--- config.mk ---
export PLATFORM = sky130hd
export DESIGN_NAME = commit_ctrl
export DESIGN_NICKNAME = d
export VERILOG_FILES = /design/src/rtl/commit_ctrl_pkg.sv /design/src/rtl/commit_perf_counters.sv /design/src/rtl/commit_ctrl.sv
export SDC_FILE = /design/constraint.sdc
export NUM_CORES = 1
export LEC_CHECK = 0
export ABC_AREA = 0
export CAP_MARGIN = 25
export CORE_AREA = 2 2 150 108
export DETAILED_ROUTE_END_ITERATION = 16
export DIE_AREA = 0 0 152 110
export GPL_ROUTABILITY_DRIVEN = 0
export PLACE_DENSITY_LB_ADDON = 0.05
export SYNTH_ARGS = -nofsm -noshare
export SYNTH_HDL_FRONTEND = slang
export SYNTH_SLANG_ARGS = --single-unit
--- constraint.sdc ---
create_clock -name clk -period 1.95 [get_ports clk]
set_input_delay 0.2925 -clock clk [delete_from_list [all_inputs] [get_ports clk]]
set_output_delay 0.2925 -clock clk [all_outputs]
set_load 0.005 [all_outputs]
--- src/rtl/commit_ctrl_pkg.sv ---
// commit_ctrl_pkg: shared FSM state encoding, load/store width codes and register constants.
package commit_ctrl_pkg;
    typedef enum logic [1:0] {
        RUN        = 2'd0,
        STORE_WAIT = 2'd1,
        MISS_WAIT  = 2'd2,
        FLUSH      = 2'd3
    } state_t;
    localparam logic [1:0] LSW_BYTE = 2'd0;
    localparam logic [1:0] LSW_HALF = 2'd1;
    localparam logic [1:0] LSW_WORD = 2'd2;
    localparam logic [4:0] REG_ZERO = 5'd0;
endpackage

--- src/rtl/commit_perf_counters.sv ---
// commit_perf_counters: free-running commit and redirect event counters, wrapping modulo 2^32.
module commit_perf_counters
    import commit_ctrl_pkg::*;
(
    input  logic        clk,
    input  logic        resetn,
    input  logic        commit,
    input  logic        redirect,
    output logic [31:0] perf_commit_cnt,
    output logic [31:0] perf_redirect_cnt
);
    always_ff @(posedge clk) begin
        if (!resetn) begin
            perf_commit_cnt   <= '0;
            perf_redirect_cnt <= '0;
        end else begin
            perf_commit_cnt   <= perf_commit_cnt + 32'(commit);
            perf_redirect_cnt <= perf_redirect_cnt + 32'(redirect);
        end
    end
endmodule

--- src/rtl/commit_ctrl.sv ---
// commit_ctrl: ROB-head retirement FSM (store handshake, load-miss replay, branch-override flush).
// Optional perf counters via COMMIT_PERF_COUNTERS_EN.
module commit_ctrl
    import commit_ctrl_pkg::*;
#(
    parameter int FLUSH_HOLD = 2
) (
    input  logic        clk,
    input  logic        resetn,
    input  logic        rob_valid,
    input  logic        rob_ready,
    input  logic        rob_load,
    input  logic        rob_store,
    input  logic        rob_lsmiss,
    input  logic        rob_bco_valid,
    input  logic        rob_bco_taken,
    input  logic [31:0] rob_pc,
    input  logic [31:0] rob_value,
    input  logic [31:0] rob_bco_target,
    input  logic [3:0]  rob_idx,
    input  logic [4:0]  rob_dst,
    input  logic [7:0]  rob_fid,
    input  logic [1:0]  rob_lswidth,
    input  logic [1:0]  rob_bco_pattern,
    input  logic [3:0]  rob_cmtdelay,
    output logic        rob_en_commit,
    output logic        rf_wen,
    output logic [4:0]  rf_waddr,
    output logic [31:0] rf_wdata,
    output logic [3:0]  rf_wrob,
    output logic        sb_cmt_req,
    output logic [7:0]  sb_cmt_fid,
    input  logic        sb_cmt_ack,
    output logic        lsr_req,
    output logic [31:0] lsr_addr,
    output logic [1:0]  lsr_width,
    input  logic        lsr_done,
    input  logic [31:0] lsr_data,
`ifdef COMMIT_PERF_COUNTERS_EN
    output logic [31:0] perf_commit_cnt,
    output logic [31:0] perf_redirect_cnt,
`endif
    output logic        bco_valid,
    output logic [31:0] bco_target,
    output logic [31:0] bco_pc,
    output logic [1:0]  bco_pattern,
    output logic        bco_taken
);
    localparam logic [3:0] HOLD = 4'(FLUSH_HOLD);

    state_t     state, state_n;
    logic [3:0] flush_cnt;
    logic       retire, is_miss, is_bco;

    // Priority when flags overlap: store, then missed load, then branch override.
    always_comb begin
        retire        = state == RUN && rob_valid && rob_ready && rob_cmtdelay == 4'd0;
        is_miss       = rob_load && rob_lsmiss && !rob_store;
        is_bco        = rob_bco_valid && !rob_store && !is_miss;
        rob_en_commit = rob_valid && (retire ? !(rob_store || is_miss) :
                        state == STORE_WAIT ? sb_cmt_ack :
                        state == MISS_WAIT && lsr_done);
        state_n       = state;
        case (state)
            RUN:        state_n = !retire ? RUN : rob_store ? STORE_WAIT :
                                  is_miss ? MISS_WAIT : is_bco ? FLUSH : RUN;
            STORE_WAIT: state_n = sb_cmt_ack ? RUN : STORE_WAIT;
            MISS_WAIT:  state_n = lsr_done ? RUN : MISS_WAIT;
            FLUSH:      state_n = flush_cnt <= 4'd1 ? RUN : FLUSH;
            default:    state_n = RUN;
        endcase
    end

    always_ff @(posedge clk) begin
        if (!resetn) begin
            state       <= RUN;
            flush_cnt   <= '0;
            rf_wen      <= 1'b0;
            rf_waddr    <= '0;
            rf_wdata    <= '0;
            rf_wrob     <= '0;
            sb_cmt_req  <= 1'b0;
            sb_cmt_fid  <= '0;
            lsr_req     <= 1'b0;
            lsr_addr    <= '0;
            lsr_width   <= '0;
            bco_valid   <= 1'b0;
            bco_target  <= '0;
            bco_pc      <= '0;
            bco_pattern <= '0;
            bco_taken   <= 1'b0;
        end else begin
            state      <= state_n;
            flush_cnt  <= retire && is_bco ? HOLD : flush_cnt == 4'd0 ? 4'd0 : flush_cnt - 4'd1;
            rf_wen     <= rob_en_commit && !rob_store && rob_dst != REG_ZERO;
            sb_cmt_req <= state_n == STORE_WAIT;
            lsr_req    <= retire && is_miss;
            bco_valid  <= retire && is_bco;
            if (rob_en_commit) begin
                rf_waddr <= rob_dst;
                rf_wdata <= state == MISS_WAIT ? lsr_data : rob_value;
                rf_wrob  <= rob_idx;
            end
            if (retire && rob_store)
                sb_cmt_fid <= rob_fid;
            if (retire && is_miss) begin
                lsr_addr  <= rob_value;
                lsr_width <= rob_lswidth;
            end
            if (retire && is_bco) begin
                bco_target  <= rob_bco_target;
                bco_pc      <= rob_pc;
                bco_pattern <= rob_bco_pattern;
                bco_taken   <= rob_bco_taken;
            end
        end
    end

`ifdef COMMIT_PERF_COUNTERS_EN
    commit_perf_counters u_perf (
        .clk               (clk),
        .resetn            (resetn),
        .commit            (rob_en_commit),
        .redirect          (bco_valid),
        .perf_commit_cnt   (perf_commit_cnt),
        .perf_redirect_cnt (perf_redirect_cnt)
    );
`endif
endmodule

== Word level (Yosys, flattened, before mapping) ==
Cells that the tools add are included.

* Flip-flop bits (word level): 160

* Reductions and logical operators: 23
* Bitwise gates (word level): 1
* $add $sub $neg: 1
* $lt $le $gt $ge: 1
* Mux-type cells: 13
* Equality and inequality tests: 4

{| class="wikitable"
|+ Operator list
! kind !! count
|-
| $mux W32 || 1
|-
| $mux W2 || 8
|-
| $logic_and A1 B1 Y1 || 14
|-
| $logic_not A4 Y1 || 2
|-
| $pmux W2 S4 || 1
|-
| $reduce_bool A5 Y1 || 1
|-
| $eq A2 B1 Y1 const B || 2
|-
| $eq A2 B2 Y1 const B || 2
|-
| $le A4 B1 Y1 const B || 1
|-
| $sub A4 B1 Y4 const B || 1
|-
| $logic_not A1 Y1 || 3
|-
| $mux W1 || 3
|-
| $reduce_or A3 Y1 || 1
|-
| $logic_not A2 Y1 || 1
|-
| $logic_or A1 B1 Y1 || 1
|-
| $not A1 Y1 || 1
|}

== Logic depth before layout (Yosys ltp) ==
* Depth in word-level cells: 10
* Mapped depth: 6

== Least setup slack after synthesis ==
No wires, ideal clock.

* Path type: input port to flip-flop
* From: input rob_cmtdelay[1]
* To: register lsr_addr[18]
* Buffers on the path: 2
* Arrival: 1631 ps
* Cell stages on the path: 6
* Setup slack: 245 ps
* Cell sequence: or4_4 > nor4_4 > buf_4 > buf_6 > nand3_1 > o21ai_0

* Cells in the longest elaborated chain, start to end: 3

{| class="wikitable"
|+ RTL lines
! item !! line !! text
|-
| from (decl) || commit_ctrl.sv:25 || <nowiki>input logic [3:0] rob_cmtdelay,</nowiki>
|-
| $logic_not A4 Y1 || commit_ctrl.sv:57 || <nowiki>retire = state == RUN && rob_valid && rob_ready && rob_cmtdelay == 4'd0;</nowiki>
|-
| $logic_and A1 B1 Y1 || commit_ctrl.sv:57 ||
|-
| $logic_and A1 B1 Y1 || commit_ctrl.sv:106 || <nowiki>if (retire && is_miss) begin</nowiki>
|-
| to (signal assigned) || commit_ctrl.sv:107 || <nowiki>lsr_addr <= rob_value;</nowiki>
|-
| to (decl) || commit_ctrl.sv:35 || <nowiki>output logic [31:0] lsr_addr,</nowiki>
|}

Every way passes these cells.
A chain may end at the register's enable or synchronous reset.

== Final worst setup path ==
* From: register state[1]
* To: output rob_en_commit

* Cells in the longest elaborated chain, start to end: 6
* Elaborated cells on any way between the ends: 10

{| class="wikitable"
|+ RTL lines
! item !! line !! text
|-
| from (decl) || commit_ctrl.sv:51 || <nowiki>state_t state, state_n;</nowiki>
|-
| from (signal assigned) || commit_ctrl.sv:93 || <nowiki>state <= state_n;</nowiki>
|-
| $logic_not A2 Y1 || commit_ctrl.sv:57 ||
|-
| $logic_and A1 B1 Y1 (3 in a row) || commit_ctrl.sv:57 ||
|-
| $mux W1 (*) || commit_ctrl.sv:60 || <nowiki>rob_en_commit = rob_valid && (retire ? !(rob_store || is_miss) :</nowiki>
|-
| $logic_and A1 B1 Y1 (*) || commit_ctrl.sv:60 ||
|-
| to (decl) || commit_ctrl.sv:26 || <nowiki>output logic rob_en_commit,</nowiki>
|}

Every way passes the cells marked *; elsewhere a longest branch is shown, timed or not.

==> results <==
- Setup repair after global routing left no endpoint under its margin.
- The number of nets still failing antenna checks after routing is 0.
- TritonCTS built the clock tree.
- The via count of the first global-routing pass came to 5482.
- Wires add up to 19.0 mm.
- The combinational family with the most area after synthesis is compound AO/OA/AOI/OAI gates.
- The number of buffers added by the clock tree synthesis step is 17.
- The combinational share of power is 7.2%.
- The first TritonRoute pass finished after 5 iterations.
- After synthesis, the share of flip-flops with an asynchronous set or reset is 0%.
- Registers are responsible for 43.9% of the overall power.
- The area growth from synthesis to final layout is 71.7%.
- The met3 demand-to-capacity share in global routing is 8.21%.
- Yosys attributes the largest share of cell area to sky130_fd_sc_hd__dfxtp_1, sky130_fd_sc_hd__a22o_1, sky130_fd_sc_hd__mux2i_1.
- The largest area contributor in the netlist is sky130_fd_sc_hd__dfxtp_1.
- Counting instances in the post-synthesis netlist gives the leading cell types as sky130_fd_sc_hd__dfxtp_1, sky130_fd_sc_hd__a22o_1, sky130_fd_sc_hd__nand2_1, sky130_fd_sc_hd__mux2i_1, sky130_fd_sc_hd__clkbuf_1.
- The full die area is 0.0167 mm2.
- From left edge to right edge, the die measures 152 um.
- The Yosys step of the flow raised 0 warnings.
- The clock tree root driver cell is sky130_fd_sc_hd__clkbuf_16.
- The share of synthesized area spent on multiplexers is 8.58%.
- The number of synthesized register bits is 160.
- The worst max-slew margin expressed relative to the limit is 73.8%.
- The DRC violations left is 0.
- The CTS sink count is 160.
- Static timing analysis puts the maximum clock frequency at 550 MHz.
- After Yosys synthesis, full adders, half adders and majority gates account for 0% of the synthesized area.
- The worst hold path belongs to the class in -> reg.
- After clock tree synthesis, the clock-pin slew on the worst setup and hold paths is 70 ps.
- The type of element capturing the critical path is an output pin.
- The total negative slack for setup checks is 0 ps.
- The number of vias per cell is 5.09.
- The maximum level of the CTS H-tree is 4.
- The placement-stage cell area is 0.00932 mm2.
- Of the cells placed in the final design, the portion with a size suffix greater than 1 is 8.51%.
- The placeable core area is 0.0153 mm2.
- The analysis attributes to cell leakage a power of 3.64 nW.
- The post-synthesis average cell area is 10.3 um2.
- At the later pin of the worst-skew pair, clock insertion delay measures 420 ps.
- The flow ran to the end, and the final reports show no timing, DRC or antenna violations.
- Global routing used 26.1% of the available met1 tracks.
- The floorplan has 38 rows.
- The switching power summed over all nets is 1.54 mW.
- In this run the tool buffered the top-level ports with 318 buffer cells.
- Cell internal power was estimated by the tool at 5.92 mW.
- Summed over all layers, the global routing overflow is 0.
- The floorplan step set the die height to 110 um.
- The wire length of the first global-routing pass is 29.2 mm.
- Once routing completed, OpenROAD measured the worst setup slack at 132 ps.
- The synthesized netlist devotes 18.4% of its cell area to compound gates.
- Entering global routing, the biggest net connects 70 pins.
- The type of element launching the critical path is a register.
- The global-route total usage across every layer is 21.9%.
- In this run, distinct cell masters in the synthesized netlist total 37.
- The post-place setup slack is -342 ps.
- By startpoint and endpoint, the worst setup path is classified as reg -> out.
- The count of pins over their slew limit was 0.
- The share of total power dissipated in the clock network is 48.9%.
- The finished cells cover 0.0100 mm2.
- In the final design database the tool counted 1044 nets.
- The global routing's busiest layer is met2.
- The post-cts hold buffer count is 0.
- The number of antenna repair diodes is 0.
- The dominant synthesized flop cell is sky130_fd_sc_hd__dfxtp_1.
- In this run switching power makes up 20.6% of total power.
- Setup violations remaining at the end of the flow were counted as 0.
- The final number of hold-violating endpoints is 0.
- The initial core utilization is 38.2%.
- Counting every net in the synthesized netlist gives 732.
- The routed length per instance is 17.4 um.
- The number of violations of the max-capacitance limit is 0.
- Detailed routing inserted a total of 5562 vias.
- The number of DRC markers in iteration 0 is 293.
- The xor and xnor area share after synthesis is 0%.
- After layout, the minimum clock period comes to 1820 ps.
- The initial antenna violation count is 0.
- In this run, synthesis inferred 0 flip-flops with an integrated enable.
- STA puts the critical path data required time at 1660 ps.
- At the pin with the least slew margin, the transition time is 393 ps.
- For the worst setup path, the data arrival time is 1530 ps.
- For this run, the register share of the synthesized area comes to 54.9%.
- Global routing used 37.2% of the available met2 tracks.
- The most frequent cell after synthesis is sky130_fd_sc_hd__dfxtp_1.
- The fraction of post-synthesis cell area in the top cell type by area is 54.9%.
- In this run the power density over the cells is 745 mW/mm2.
- The mapped netlist covers 0.00583 mm2.
- Across the routed clock network, the largest skew measured is 12.1 ps.
- The top-level I/O count is 319.
- Dividing the final minimum period by the clock period gives 93.2%.
- Along the worst path, the maximum fanout reaches 6.
- In the synthesized netlist, the number of instances is 568.
- In this run the deepest clock path goes through 2 buffers.
- The final HPWL from detailed placement is 13.7 mm.
- Summing internal, switching and leakage power gives 7.46 mW.
- The maximum resistive drop on vdd is 508 uV.
- After Yosys synthesis, and, or, nand and nor cells account for 14.1% of the synthesized area.
-- layout make-up --
type | count | area, um2
multi-input cells | 352 | 2420
well taps | 200 | 250
clock inverters | 11 | 176
fillers | 1217 | 5250
repair buffers | 347 | 3470
flip-flops and latches | 160 | 3210
clock buffers | 21 | 480
inverters | 2 | 7.51
-- placed cells by master, fill, tap and decap left out, types with 2 or more instances in the layout --
cell type,n
sky130_fd_sc_hd__dlygate4sd2_1,2
sky130_fd_sc_hd__nand4_1,33
sky130_fd_sc_hd__nor2_1,12
sky130_fd_sc_hd__buf_12,6
sky130_fd_sc_hd__mux2i_1,50
sky130_fd_sc_hd__and2_1,2
sky130_fd_sc_hd__clkbuf_16,17
sky130_fd_sc_hd__o31ai_1,32
sky130_fd_sc_hd__inv_6,2
sky130_fd_sc_hd__buf_4,24
sky130_fd_sc_hd__a21boi_0,2
sky130_fd_sc_hd__dfxtp_1,158
sky130_fd_sc_hd__and3b_1,2
sky130_fd_sc_hd__a22o_1,67
sky130_fd_sc_hd__bufinv_16,4
sky130_fd_sc_hd__nor3_1,3
sky130_fd_sc_hd__clkinv_4,3
sky130_fd_sc_hd__nand3_1,35
sky130_fd_sc_hd__clkdlybuf4s50_1,313
sky130_fd_sc_hd__o21ai_0,32
sky130_fd_sc_hd__o21ai_1,3
sky130_fd_sc_hd__nand2_1,55
sky130_fd_sc_hd__a21oi_1,3
sky130_fd_sc_hd__clkbuf_8,4
sky130_fd_sc_hd__nor4_4,2
-- power by group through the flow --
stage	combinational [mW]	clock, mW	sequential, mW
global route	0.577	3.85	3.28
floorplan	0.118	0	3.35
global placement	0.526	0	3.35
CTS	0.537	3.72	3.28
finish	0.537	3.64	3.28
detailed placement	0.534	0	3.35
-- critical path: stages (launching register included) --
cell and delay (ps):
sky130_fd_sc_hd__dfxtp_4 360, sky130_fd_sc_hd__and4bb_2 300, sky130_fd_sc_hd__nand4_1 120, sky130_fd_sc_hd__and2_4 180, sky130_fd_sc_hd__inv_2 50, sky130_fd_sc_hd__buf_2 110
-- flip-flops by register name, summed over array words and instances, names as in the netlist, 2 cells and up --
register,count
rf_wdata,32
state,2
rf_wrob,4
lsr_addr,32
lsr_width,2
flush_cnt,4
sb_cmt_fid,8
bco_pattern,2
rf_waddr,5
bco_target,32
bco_pc,32
-- worst paths after layout --
path	from	to	slack, ps	cells past startpoint
worst max-delay path	state[1]	rob_en_commit	130	5
worst min-delay path	resetn	rf_wrob[2]	290	3
worst max register to register	state[1]	bco_target[19]	250	6
worst min register to register	lsr_addr[17]	lsr_addr[17]	450	2
-- timing repair --
| item | CTS | global route |
|---|---|---|
| buffers inserted | 3 | 1 |
| resized for setup | 6 | 6 |
| pin swaps | 3 | 4 |
| endpoints found under the setup margin | 1 | 68 |
-- routing by layer --
layer  up-vias  part of all wire [%]
li1       2724                     -
met1      2628                    42
met2       200                    49
met3        10                   8.1
met4         0                  0.84
met5         -                     0
-- stage by stage --
stage	utilization (%)	instances	hold WS, ps
floorplan	-	568	384
global placement	61.0	1057	439
detailed placement	61.0	1057	442
CTS	65.5	1092	270
global route	65.6	1093	298
finish	65.6	1093	290
-- logic make-up (layout without fill, tap and decap cells) --
| logic type | count (synthesis) | after routing |
|---|---|---|
| flops | 160 | 160 |
| simple gates | 158 | 158 |
| compound gates | 144 | 144 |
| buf+inv | 56 | 381 |
| mux | 50 | 50 |
(Power assumes the default switching activity.)
